<file path="src/rtl/ysyx_25060170_pkg.sv">
// Shared types and constants for the multi-cycle sequencer.
package ysyx_25060170_pkg;

   localparam int unsigned INST_W    = 32;
   localparam int unsigned INSTRET_W = 32;
   localparam logic [INST_W-1:0] INST_NOP = 32'h0000_0013;

   typedef enum logic [2:0] {
      S_IDLE  = 3'd0,
      S_FREQ  = 3'd1,
      S_FWAIT = 3'd2,
      S_EXEC  = 3'd3,
      S_MREQ  = 3'd4,
      S_MWAIT = 3'd5,
      S_WB    = 3'd6,
      S_STOP  = 3'd7
   } state_e;

   // States that depend on a memory handshake and are supervised by the watchdog.
   function automatic logic is_wait_state(input state_e s);
      return (s == S_FREQ) || (s == S_FWAIT) || (s == S_MREQ) || (s == S_MWAIT);
   endfunction

endpackage

</file>
<file path="src/rtl/ysyx_25060170_seq_ctrl_if.sv">
// Instruction-fetch and load/store handshake bundle between sequencer and memories.
interface ysyx_25060170_seq_ctrl_if;
   import ysyx_25060170_pkg::*;

   logic              ifu_req_valid;
   logic              ifu_req_ready;
   logic              ifu_rsp_valid;
   logic [INST_W-1:0] ifu_rsp_inst;
   logic              lsu_req_valid;
   logic              lsu_req_ready;
   logic              lsu_rsp_valid;

   modport master (
      output ifu_req_valid, lsu_req_valid,
      input  ifu_req_ready, ifu_rsp_valid, ifu_rsp_inst, lsu_req_ready, lsu_rsp_valid
   );

   modport slave (
      input  ifu_req_valid, lsu_req_valid,
      output ifu_req_ready, ifu_rsp_valid, ifu_rsp_inst, lsu_req_ready, lsu_rsp_valid
   );

endinterface

</file>
<file path="src/rtl/ysyx_25060170_wdog.sv">
// Wait-state watchdog: counts cycles spent in one state, flags the MAX_WAIT-th cycle.
module ysyx_25060170_wdog #(
   parameter int unsigned MAX_WAIT = 255,
   parameter int unsigned WDOG_W   = 8
) (
   input  logic clk,
   input  logic rst,
   input  logic clear,
   input  logic count_en,
   output logic expired
);

   logic [WDOG_W-1:0] cnt_q, cnt_d;

   // cnt_q holds the cycles already completed, so the current cycle is number cnt_q+1.
   assign expired = count_en && (cnt_q == WDOG_W'(MAX_WAIT - 1));

   always_comb begin
      cnt_d = cnt_q;
      if (clear)
         cnt_d = '0;
      else if (count_en && !expired)
         cnt_d = cnt_q + WDOG_W'(1);
   end

   always_ff @(posedge clk) begin
      if (rst) cnt_q <= '0;
      else     cnt_q <= cnt_d;
   end

endmodule

</file>
<file path="src/rtl/ysyx_25060170_seq_ctrl.sv">
// Multi-cycle fetch/execute/memory/writeback sequencer with watchdog and retire counter.
// Optional ebreak halt enabled by defining SEQ_CTRL_EBREAK_HALT_EN.
module ysyx_25060170_seq_ctrl
   import ysyx_25060170_pkg::*;
#(
   parameter int unsigned MAX_WAIT = 255,
   parameter int unsigned WDOG_W   = 8
) (
   input  logic                 clk,
   input  logic                 rst,
   ysyx_25060170_seq_ctrl_if.master bus,
   output logic [INST_W-1:0]    inst_o,
   input  logic                 is_load,
   input  logic                 is_store,
   input  logic                 is_ebreak,
   input  logic                 regw_i,
   output logic                 gpr_we_o,
   output logic                 pc_we_o,
   output logic                 retire_o,
   output logic [INSTRET_W-1:0] instret_o,
   output logic [2:0]           state_o,
   output logic                 err_o,
   output logic                 halted_o
);

   state_e                 state_q, state_d;
   logic [INST_W-1:0]      inst_q, inst_d;
   logic [INSTRET_W-1:0]   instret_q, instret_d;
   logic                   err_q, err_d;
   logic                   halted_q, halted_d;
   logic                   ifu_req_valid_q, ifu_req_valid_d;
   logic                   lsu_req_valid_q, lsu_req_valid_d;
   logic                   gpr_we_q, gpr_we_d;
   logic                   pc_we_q, pc_we_d;
   logic                   retire_q, retire_d;
   logic                   wd_clear, wd_count_en, wd_expired;

`ifndef SEQ_CTRL_EBREAK_HALT_EN
   logic unused_ebreak;
   assign unused_ebreak = is_ebreak;
`endif

   assign wd_count_en = is_wait_state(state_q);
   assign wd_clear    = (state_d != state_q);

   ysyx_25060170_wdog #(
      .MAX_WAIT (MAX_WAIT),
      .WDOG_W   (WDOG_W)
   ) u_wdog (
      .clk      (clk),
      .rst      (rst),
      .clear    (wd_clear),
      .count_en (wd_count_en),
      .expired  (wd_expired)
   );

   // Next state; a handshake always takes priority over a same-cycle timeout.
   always_comb begin
      state_d   = state_q;
      inst_d    = inst_q;
      instret_d = instret_q;
      err_d     = err_q;
      halted_d  = halted_q;
      case (state_q)
         S_IDLE:  state_d = S_FREQ;
         S_FREQ: begin
            if (bus.ifu_req_ready)  state_d = S_FWAIT;
            else if (wd_expired)    begin state_d = S_STOP; err_d = 1'b1; end
         end
         S_FWAIT: begin
            if (bus.ifu_rsp_valid)  begin state_d = S_EXEC; inst_d = bus.ifu_rsp_inst; end
            else if (wd_expired)    begin state_d = S_STOP; err_d = 1'b1; end
         end
         S_EXEC:  state_d = (is_load || is_store) ? S_MREQ : S_WB;
         S_MREQ: begin
            if (bus.lsu_req_ready)  state_d = S_MWAIT;
            else if (wd_expired)    begin state_d = S_STOP; err_d = 1'b1; end
         end
         S_MWAIT: begin
            if (bus.lsu_rsp_valid)  state_d = S_WB;
            else if (wd_expired)    begin state_d = S_STOP; err_d = 1'b1; end
         end
         S_WB: begin
            instret_d = instret_q + INSTRET_W'(1);
            state_d   = S_FREQ;
`ifdef SEQ_CTRL_EBREAK_HALT_EN
            if (is_ebreak) begin state_d = S_STOP; halted_d = 1'b1; end
`endif
         end
         S_STOP:  state_d = S_STOP;
         default: state_d = S_STOP;
      endcase

      // Outputs are flopped decodes of the next state so they line up with state_q.
      ifu_req_valid_d = (state_d == S_FREQ);
      lsu_req_valid_d = (state_d == S_MREQ);
      pc_we_d         = (state_d == S_WB);
      retire_d        = (state_d == S_WB);
      gpr_we_d        = (state_d == S_WB) && regw_i && !is_store;
   end

   always_ff @(posedge clk) begin
      if (rst) begin
         state_q         <= S_IDLE;
         inst_q          <= INST_NOP;
         instret_q       <= '0;
         err_q           <= 1'b0;
         halted_q        <= 1'b0;
         ifu_req_valid_q <= 1'b0;
         lsu_req_valid_q <= 1'b0;
         gpr_we_q        <= 1'b0;
         pc_we_q         <= 1'b0;
         retire_q        <= 1'b0;
      end else begin
         state_q         <= state_d;
         inst_q          <= inst_d;
         instret_q       <= instret_d;
         err_q           <= err_d;
         halted_q        <= halted_d;
         ifu_req_valid_q <= ifu_req_valid_d;
         lsu_req_valid_q <= lsu_req_valid_d;
         gpr_we_q        <= gpr_we_d;
         pc_we_q         <= pc_we_d;
         retire_q        <= retire_d;
      end
   end

   assign bus.ifu_req_valid = ifu_req_valid_q;
   assign bus.lsu_req_valid = lsu_req_valid_q;
   assign inst_o            = inst_q;
   assign instret_o         = instret_q;
   assign state_o           = state_q;
   assign err_o             = err_q;
   assign halted_o          = halted_q;
   assign gpr_we_o          = gpr_we_q;
   assign pc_we_o           = pc_we_q;
   assign retire_o          = retire_q;

endmodule

</file>
<file path="src/flat_wrapper.sv">
// flat-port wrapper written by rule: the top's interface ports become plain ports
module ysyx_25060170_seq_ctrl_flat import ysyx_25060170_pkg::*;
#(
   parameter int unsigned MAX_WAIT = 255,
   parameter int unsigned WDOG_W   = 8
)
  (clk, rst, inst_o, is_load, is_store, is_ebreak, regw_i, gpr_we_o, pc_we_o, retire_o, instret_o, state_o, err_o, halted_o, bus_ifu_req_valid, bus_lsu_req_valid, bus_ifu_req_ready, bus_ifu_rsp_valid, bus_ifu_rsp_inst, bus_lsu_req_ready, bus_lsu_rsp_valid);
  ysyx_25060170_seq_ctrl_if bus_i ();
  input  logic clk;
  input  logic rst;
  output logic [INST_W-1:0] inst_o;
  input  logic is_load;
  input  logic is_store;
  input  logic is_ebreak;
  input  logic regw_i;
  output logic gpr_we_o;
  output logic pc_we_o;
  output logic retire_o;
  output logic [INSTRET_W-1:0] instret_o;
  output logic [2:0] state_o;
  output logic err_o;
  output logic halted_o;
  output wire logic [$bits(bus_i.ifu_req_valid)-1:0] bus_ifu_req_valid;
  output wire logic [$bits(bus_i.lsu_req_valid)-1:0] bus_lsu_req_valid;
  input wire logic [$bits(bus_i.ifu_req_ready)-1:0] bus_ifu_req_ready;
  input wire logic [$bits(bus_i.ifu_rsp_valid)-1:0] bus_ifu_rsp_valid;
  input wire logic [$bits(bus_i.ifu_rsp_inst)-1:0] bus_ifu_rsp_inst;
  input wire logic [$bits(bus_i.lsu_req_ready)-1:0] bus_lsu_req_ready;
  input wire logic [$bits(bus_i.lsu_rsp_valid)-1:0] bus_lsu_rsp_valid;
  assign bus_ifu_req_valid = bus_i.ifu_req_valid;
  assign bus_lsu_req_valid = bus_i.lsu_req_valid;
  assign bus_i.ifu_req_ready = bus_ifu_req_ready;
  assign bus_i.ifu_rsp_valid = bus_ifu_rsp_valid;
  assign bus_i.ifu_rsp_inst = bus_ifu_rsp_inst;
  assign bus_i.lsu_req_ready = bus_lsu_req_ready;
  assign bus_i.lsu_rsp_valid = bus_lsu_rsp_valid;
  ysyx_25060170_seq_ctrl #(.MAX_WAIT(MAX_WAIT), .WDOG_W(WDOG_W)) u_core (.clk(clk), .rst(rst), .bus(bus_i), .inst_o(inst_o), .is_load(is_load), .is_store(is_store), .is_ebreak(is_ebreak), .regw_i(regw_i), .gpr_we_o(gpr_we_o), .pc_we_o(pc_we_o), .retire_o(retire_o), .instret_o(instret_o), .state_o(state_o), .err_o(err_o), .halted_o(halted_o));
endmodule
</file>
<file path="config.mk">
export PLATFORM = sky130hd
export DESIGN_NAME = ysyx_25060170_seq_ctrl_flat
export DESIGN_NICKNAME = d
export VERILOG_FILES = /design/src/rtl/ysyx_25060170_pkg.sv /design/src/rtl/ysyx_25060170_seq_ctrl_if.sv /design/src/rtl/ysyx_25060170_wdog.sv /design/src/rtl/ysyx_25060170_seq_ctrl.sv /design/src/flat_wrapper.sv
export SDC_FILE = /design/constraint.sdc
export NUM_CORES = 1
export LEC_CHECK = 0
export BUFFER_PORTS_ARGS = -buffer_cell sky130_fd_sc_hd__buf_2
export CORE_MARGIN = 8
export CORE_UTILIZATION = 50
export DETAILED_ROUTE_END_ITERATION = 8
export GPL_TIMING_DRIVEN = 1
export PLACE_DENSITY = 0.79
export REMOVE_ABC_BUFFERS = 1
export SLEW_MARGIN = 20
export SYNTH_ARGS = -nofsm -noshare
export SYNTH_HDL_FRONTEND = slang
export SYNTH_SLANG_ARGS = --single-unit
</file>
<file path="constraint.sdc">
create_clock -name clk -period 4.2 [get_ports clk]
set_clock_uncertainty 0.2 [all_clocks]
set_input_delay 0.21 -clock clk [delete_from_list [all_inputs] [get_ports clk]]
set_output_delay 0.21 -clock clk [all_outputs]
set_load 0.05 [all_outputs]
</file>
Yosys cells after proc, flatten, opt, wreduce, memory -nomap -nowiden:

Cells that the tools add are included.

* equal/unequal tests: 16
* $add $sub $neg: 2
* multiplexer cells: 13
* reductions and logical operators: 16

Operator list (count)
* $add 32x1->32 const B: 1
* $pmux 3 s7: 1
* $eq 3x3->1 const B: 6
* $mux 3: 5
* $add 8x1->8 const B: 1
* $eq 8x8->1 const B: 1
* $ne 2x2->1 const B: 4
* $eq 3x1->1 const B: 2
* $eq 3x2->1 const B: 2
* $mux 1: 5
* $reduce_and 5->1: 1
* $logic_and 1x1->1: 4
* $logic_or 1x1->1: 4
* $pmux 1 s4: 1
* $reduce_bool 4->1: 1
* $reduce_or 2->1: 2
* $logic_not 3->1: 1
* $ne 3x3->1: 1
* $logic_not 1->1: 2
* $mux 2: 1
* $reduce_and 2->1: 1

* logic and storage cells: 56
* register bits: 80

Depth between registers and ports, before layout:

Gate-level depths: netlist of the first run.

* depth in word-level cells: 11
* gate-level depth with buffers: 9

By module:

A second synthesis of the first run with hierarchy kept.

* cells, all modules: 439
* area, all modules: 3609.7 µm²

Modules (own cells, without submodules)
* ysyx_25060170_seq_ctrl: cells an instance 388, times used 1, sequential area each 1441.4 µm², area each 3154.3 µm²
* ysyx_25060170_wdog: cells an instance 51, times used 1, sequential area each 160.2 µm², area each 455.4 µm²

Least setup slack after synthesis of the first run:

OpenSTA, ideal clock, no wires.

* path type: register -> register
* from: reg u_core.state_q[0] (netlist: u_core.state_o[0])
* to: reg u_core.gpr_we_q (netlist: u_core.gpr_we_o)
* buffers on the path: 2
* setup time: 87 ps
* stages on the path, launching flop included: 7
* path slack: 1728 ps
* clock period less this slack: 2472 ps
* arrival time: 2186 ps
* path through: dfxtp_1 -> buf_2 -> buf_2 -> nor2_2 -> o32a_1 -> or4_4 -> nor4b_4

* cells in the longest elaborated chain, start to end: 11
* elaborated cells between the ends (all ways): 22
* those cells by class: eq/ne (8); mux (6); reduce/logical (8)

Ends and longest elaborated chain
* from (decl): RTL line ysyx_25060170_seq_ctrl.sv:26 `state_e state_q, state_d;`
* from (signal assigned): RTL line ysyx_25060170_seq_ctrl.sv:115 `state_q <= state_d;`
* $eq 3x1->1 / $eq 3x2->1 (equally long branches): RTL line ysyx_25060170_pkg.sv:21, ysyx_25060170_seq_ctrl.sv:64
* $logic_or 1x1->1 (3 in a row): RTL line ysyx_25060170_pkg.sv:21 `return (s == S_FREQ) || (s == S_FWAIT) || (s == S_MREQ) || (s == S_MWAIT);`
* $logic_and 1x1->1: RTL line ysyx_25060170_wdog.sv:16 `assign expired = count_en && (cnt_q == WDOG_W'(MAX_WAIT - 1));`
* $mux 3
* $mux 3 (on tied branches)
* $pmux 3 s7 (*): RTL line ysyx_25060170_seq_ctrl.sv:64 `case (state_q)`
* $eq 3x3->1 (*): RTL line ysyx_25060170_seq_ctrl.sv:99 `gpr_we_d = (state_d == S_WB) && regw_i && !is_store;`
* $logic_and 1x1->1 (*) (2 in a row): RTL line ysyx_25060170_seq_ctrl.sv:99
* to (signal assigned): RTL line ysyx_25060170_seq_ctrl.sv:122 `gpr_we_q <= gpr_we_d;`
* to (decl): RTL line ysyx_25060170_seq_ctrl.sv:33 `logic gpr_we_q, gpr_we_d;`

Mark *: on every way between the ends. The rest lies on a longest branch, timed or not.
A chain may end at the register's enable or synchronous reset.

Final worst setup path of the first run:

* from: reg u_core.state_q[1] (netlist: u_core.state_o[1])
* to: reg u_core.gpr_we_q (netlist: u_core.gpr_we_o)

Same word-level chain as after synthesis.

==> qor.txt, run 1 <==
Clock Power Share: 27.3%
Mapped Cells: 416
Die height: 99.4 µm
Share of post-route cells with drive strength above 1: 26.3%
Max rail drop VDD: 0.316 mV
Crit-path max cell delay: 0.77 ns
CTS Buf Count: 9
Total number of vias: 3343
CTS clk-pin slew, worst paths: 0.08 ns
Max-slew violation count: 0
Critical path class: flip-flop to flip-flop
WP data required: 4.28 ns
Static leakage: 0.00194 µW
RR Endpoint: u_core.gpr_we_o
Mapped Avg Cell Area: 8.37 µm²
Post-synthesis sequential element count: 80
Clock latency reported for the late side of the worst-skew pair: 0.34 ns
Count of final hold-check violations: 0
Synth area leaders: dfxtp_1 (46%), nand2_1 (8.7%), a21oi_1 (6.0%), nor2_1 (4.0%), xor2_1 (3.5%)
Critical-path top delay cell: dfxtp_1
Prevailing post-synth register cell: dfxtp_1
Yosys warning count: 0
Utilization after layout: 68.3%
TNS Setup: 0 ns
Reg2reg start: u_core.state_o[1]
Pwr Density: 487 nW/µm²
MaxCap Viol Count: 0
Switch share: 37.7%
Slew at the pin closest to its max-slew limit: 0.871 ns
RSZ-0062 raised after global routing: no
NetSw: 847 µW
Area share of the largest cell type after synthesis: 46.0%
First-pass GRT wire length: 15200 µm
Buffers on Ports: 113
Vias per Instance: 5.25
Crit-path max FO: 17
TritonCTS clock tree: yes
Drt wl/cell: 14.5 µm
Family with the most delay on the worst path: simple AND/OR/NAND/NOR gates
Die width: 99.4 µm
Flop pwr share: 40.0%
Final setup viols: 0
H-tree Lvls: 3
P&R area growth vs syn: 32.6%
Buf/Inv on CP: 1
List of most frequent post-synthesis cells: nand2_1 (81), dfxtp_1 (80), a21oi_1 (42)
Worst path depth: 6
Reg2Reg Depth: 6
DRC: 0
Die area: 9890 µm²
Netlist cell types: 50
Total global routing overflow: 0
Crit path capture: u_core.gpr_we_o
Pre-antenna DRT Iters: 4
Seq/Total Area, Yosys: 46.0%
Slew margin rel.: 41.3%
Post-synth EDFFs: 0
Crit path from: u_core.state_o[1]
Critical path launch point type: flip-flop
Number of global-route vias before repair: 3251
Final worst-path cycle share: 71.6%
Synth area leader: dfxtp_1
Worst slack, placed: 1.53 ns
CP cell instances: xnor2_1 -> nor2b_1 -> o32a_1 -> or4_4 -> nor4b_4 -> dlygate4sd3_1
Nets: 597
DP Wirelength: 6220 µm
P_int: 1400 µW
Reg2reg setup slack: 1.19 ns
Initial antenna violation count: 1
Number of DRC violations after detailed-routing iteration 0: 141
FMAX: 0.333 GHz
Post-CTS Setup Bufs: 0
Clock Tree Buf Depth: 2
Hold Slack: 0.135 ns
Async SR Flop Fraction: 0%
Mapped Area: 3480 µm²
Initial Utilization: 51.5%
Sink Count: 80
Combinational share of power: 32.7%
Cell Rows: 30
Most common cell in the netlist: nand2_1
Root buffer cell: clkbuf_8
Final WS setup: 1.19 ns
DRT Wirelength: 9220 µm
Worst hold-check path type: primary input to flip-flop
Largest net degree at the start of global routing: 66
Outcome: completed
Min cycle time layout: 3.01 ns
I/O Pins: 116
ANT nets after route: 0
All-Layer GR Usage: 18.7%
GPL Wtd Cong: 0.854
Core box area: 6760 µm²
Crit path DAT: 3.09 ns
Fill count: 533
Worst setup EP type: flip-flop
## power by group through the flow
| stage | clock [µW] | sequential (µW) | combinational [µW] |
|---|---|---|---|
| after global placement | 0 | 912 | 701 |
| after CTS | 632 | 897 | 738 |
| after global routing | 659 | 910 | 797 |
| final | 613 | 900 | 735 |
| after floorplan | 0 | 1110 | 345 |
| after detailed placement | 0 | 916 | 711 |
## worst reg2reg max path: cells and delay by family (launching register included)
family | cells | cell delay [ns]
AND/OR/NAND/NOR | 3 | 0.94
flip-flops | 1 | 0.77
buffers and inverters | 1 | 0.57
XOR/XNOR | 1 | 0.27
AO/OA/AOI/OAI | 1 | 0.21
## layout by cell type, fill, tap and decap left out, types with 10 or more instances in the layout
cell type      instances
nor3_1                13
buf_2                113
nor2_1                37
nand2_1               80
o21ai_0               13
clkbuf_8              10
nand4_1               13
a21oi_1               42
dlygate4sd3_1         35
dfxtp_1               80
xnor2_1               13
xor2_1                14
## through the flow
stage                     total power, µW  instance area [µm²]  instances
final                                2250                 4610        637
after global routing                 2370                 4610        637
after CTS                            2270                 4610        636
after detailed placement             1630                 4040        586
after global placement               1610                 4040        586
after floorplan                      1450                 3370        392
## cell families (layout without fill, tap and decap cells)
group / after synthesis / after routing / share of synthesized area (%)
AO/OA/AOI/OAI: 67 / 67 / 11.0
XOR/XNOR: 28 / 28 / 7.58
adder cells (fa/ha/maj): 3 / 3 / 1.08
buffers and inverters: 34 / 174 / 4.39
flip-flops: 80 / 80 / 46.0
multiplexers: 2 / 2 / 0.575
other: 1 / 2 / 0.108
AND/OR/NAND/NOR: 201 / 201 / 29.3
## flip-flops by register name, indices dropped and copies added, names as in the netlist
name,flops
u_core.instret_o,32
u_core.inst_o,32
u_core.bus.ifu_req_valid,1
u_core.bus.lsu_req_valid,1
u_core.err_o,1
u_core.gpr_we_o,1
u_core.state_o,3
u_core.u_wdog.cnt_q,8
u_core.retire_o,1
## layer usage
| metal | vias to the layer above | part of all wire [%] | GRT usage (%) |
|---|---|---|---|
| met5 | - | 0 | 0 |
| met4 | 0 | 2.1 | 7.10 |
| met3 | 15 | 5.8 | 5.73 |
| met2 | 93 | 49 | 31.9 |
| met1 | 1544 | 43 | 21.4 |
| li1 | 1691 | - | - |
## area by class of cell
type	count	area, µm²	area share (%)
antenna	1	2.50	0.0542
clock buffer	10	138	2.98
clock inverter	5	81.3	1.76
tap	80	100	2.17
timing repair buffer	149	923	20.0
sequential	80	1600	34.7
multi-input combinational	302	1730	37.5
inverter	10	37.5	0.813
## how the worst min path moves through the flow
stage	startpoint	to	slack [ns]	depth (start not counted)
after floorplan	rst	u_core.err_o	0.08	1
after global placement	bus_ifu_rsp_inst[4]	u_core.inst_o[4]	0.22	3
after detailed placement	bus_ifu_rsp_inst[1]	u_core.inst_o[1]	0.23	3
after CTS	bus_ifu_req_ready	u_core.err_o	0.12	4
after global routing	bus_ifu_req_ready	u_core.err_o	0.16	4
final	bus_ifu_req_ready	u_core.err_o	0.13	4
## repair_timing
| action | in CTS | in global routing |
|---|---|---|
| resized for setup | 0 | 0 |
| hold endpoints to repair | 37 | 0 |
| hold buffers | 35 | 0 |
(Power assumes the default switching activity.)
==> run 2: changes to the inputs <==
--- a/config.mk
+++ b/config.mk
@@ -7,10 +7,10 @@
 export LEC_CHECK = 0
 export BUFFER_PORTS_ARGS = -buffer_cell sky130_fd_sc_hd__buf_2
 export CORE_MARGIN = 8
-export CORE_UTILIZATION = 50
+export CORE_UTILIZATION = 45
 export DETAILED_ROUTE_END_ITERATION = 8
 export GPL_TIMING_DRIVEN = 1
-export PLACE_DENSITY = 0.79
+export PLACE_DENSITY = 0.75
 export REMOVE_ABC_BUFFERS = 1
 export SLEW_MARGIN = 20
 export SYNTH_ARGS = -nofsm -noshare
==> constraint.sdc (replaced) <==
create_clock -name clk -period 2.5 [get_ports clk]
set_clock_uncertainty 0.2 [all_clocks]
set_input_delay 0.125 -clock clk [delete_from_list [all_inputs] [get_ports clk]]
set_output_delay 0.125 -clock clk [all_outputs]
set_load 0.05 [all_outputs]
==> run 2 against run 1 <==
Routed wire length grew 1.8%; first-iteration DRC count down 38%; sequential power is 64% higher; largest power group unchanged; final area is 1.8% higher; highest routed layer unchanged.
==> qor.txt, run 2 (synthesized netlist as in run 1, its figures left out) <==
Outcome: completed
Cell Rows: 32
NetSw: 1480 µW
Core box area: 7610 µm²
Flop pwr share: 37.8%
Static leakage: 0.00198 µW
Met3 WL: 527 µm
Slew margin rel.: 58.7%
Clock Power Share: 27.5%
Crit path DAT: 2.26 ns
Drt wl/cell: 14.1 µm
I/O Pins: 116
P&R area growth vs syn: 35.0%
Placed cells: 615
DR top layer: met4
Fill count: 657
Buffers on Ports: 113
Nets: 604
Pre-antenna DRT Iters: 4
Worst setup EP type: flip-flop
ANT nets after route: 0
DRC: 0
DRT Wirelength: 9380 µm
Die width: 104 µm
Critical path class: flip-flop to flip-flop
Slew at the pin closest to its max-slew limit: 0.620 ns
Met2 WL: 4590 µm
Critical path launch point type: flip-flop
Final worst-path cycle share: 88.2%
MaxCap Viol Count: 0
H-tree Lvls: 3
CTS clk-pin slew, worst paths: 0.09 ns
WP data required: 2.55 ns
Crit-path max FO: 9
Vias per Instance: 5.04
Most common cell after layout, fill and taps aside: buf_2
Worst hold-check path type: primary input to flip-flop
Share of post-route cells with drive strength above 1: 27.0%
Largest net degree at the start of global routing: 40
Initial antenna violation count: 0
Combinational share of power: 34.7%
TNS Setup: 0 ns
FMAX: 0.453 GHz
Number of global-route vias before repair: 3327
RSZ-0062 raised after global routing: no
DP Wirelength: 6400 µm
Max-slew violation count: 0
Count of final hold-check violations: 0
Max rail drop VDD: 0.473 mV
Die height: 104 µm
Most frequent cells in the layout: buf_2 (113), nand2_1 (81), dfxtp_1 (79)
Diodes inserted: 0
TritonCTS clock tree: yes
GPL Wtd Cong: 0.835
Number of DRC violations after detailed-routing iteration 0: 88
Total number of vias: 3355
Sink Count: 80
Die area: 10800 µm²
All-Layer GR Usage: 16.9%
First-pass GRT wire length: 15600 µm
Final setup viols: 0
Total global routing overflow: 0
Pwr Density: 834 nW/µm²
CTS Buf Count: 9
Switch share: 37.9%
Min cycle time layout: 2.21 ns
Non-Filler Instances: 666
Post-CTS Setup Bufs: 0
Utilization after layout: 61.8%
Metal-1 WL: 4080 µm
Clock latency reported for the late side of the worst-skew pair: 0.34 ns
Root buffer cell: clkbuf_8
P_int: 2430 µW
Initial Utilization: 45.8%
Clock Tree Buf Depth: 2
## run 2: worst paths after layout
| check | start | to | slack, ns | depth (start not counted) |
|---|---|---|---|---|
| setup / recovery | u_core.state_o[2] | u_core.gpr_we_o | 0.29 | 6 |
| hold / removal | bus_ifu_req_ready | u_core.err_o | 0.04 | 4 |
| setup reg to reg | u_core.state_o[2] | u_core.gpr_we_o | 0.29 | 6 |
| hold reg to reg | u_core.err_o | u_core.err_o | 0.25 | 2 |
## run 2: stage by stage
| step | worst slack [ns] | hold WS, ns | total power [µW] | cell area [µm²] |
|---|---|---|---|---|
| after floorplan | -0.100 | -0.00593 | 2440 | 3370 |
| after global placement | 0.230 | 0.136 | 2790 | 4120 |
| after detailed placement | 0.121 | 0.145 | 2810 | 4120 |
| after CTS | 0.101 | 0.0448 | 3930 | 4700 |
| after global routing | 0.0915 | 0.0695 | 4140 | 4700 |
| final | 0.295 | 0.0434 | 3920 | 4700 |
## run 2: what timing repair did
action	in CTS	in global routing
gates resized for setup	0	1
hold buffers	35	0
hold endpoints to repair	34	0
endpoints found under the setup margin	0	10
## run 2: layer usage
layer	GRT usage [%]	vias up
met5	0	-
met4	6.62	0
met3	4.46	17
met2	29.1	89
met1	19.4	1553
li1	-	1696
## run 2: power by group through the flow
| stage | Combinational, µW | Sequential [µW] | Clock, µW |
|---|---|---|---|
| after floorplan | 580 | 1860 | 0 |
| after global placement | 1290 | 1500 | 0 |
| after detailed placement | 1310 | 1510 | 0 |
| after CTS | 1360 | 1480 | 1100 |
| after global routing | 1470 | 1500 | 1160 |
| final | 1360 | 1480 | 1080 |
## run 2: cell type report
| cell class | count | area (µm²) | share of cell area [%] |
|---|---|---|---|
| Multi-Input combinational cell | 302 | 1730 | 36.8 |
| Clock buffer | 11 | 141 | 3.01 |
| Clock inverter | 5 | 86.3 | 1.84 |
| Sequential cell | 80 | 1600 | 34.1 |
| Inverter | 10 | 37.5 | 0.799 |
| Timing Repair Buffer | 156 | 976 | 20.8 |
| Tap cell | 102 | 128 | 2.72 |
## run 2: critical path, cell delays in order (launching register included)
cell,delay [ns]
dfxtp_1,0.52
inv_2,0.15
nand2_2,0.11
nor2_2,0.06
o32a_1,0.36
or4_4,0.51
nor4b_4,0.20
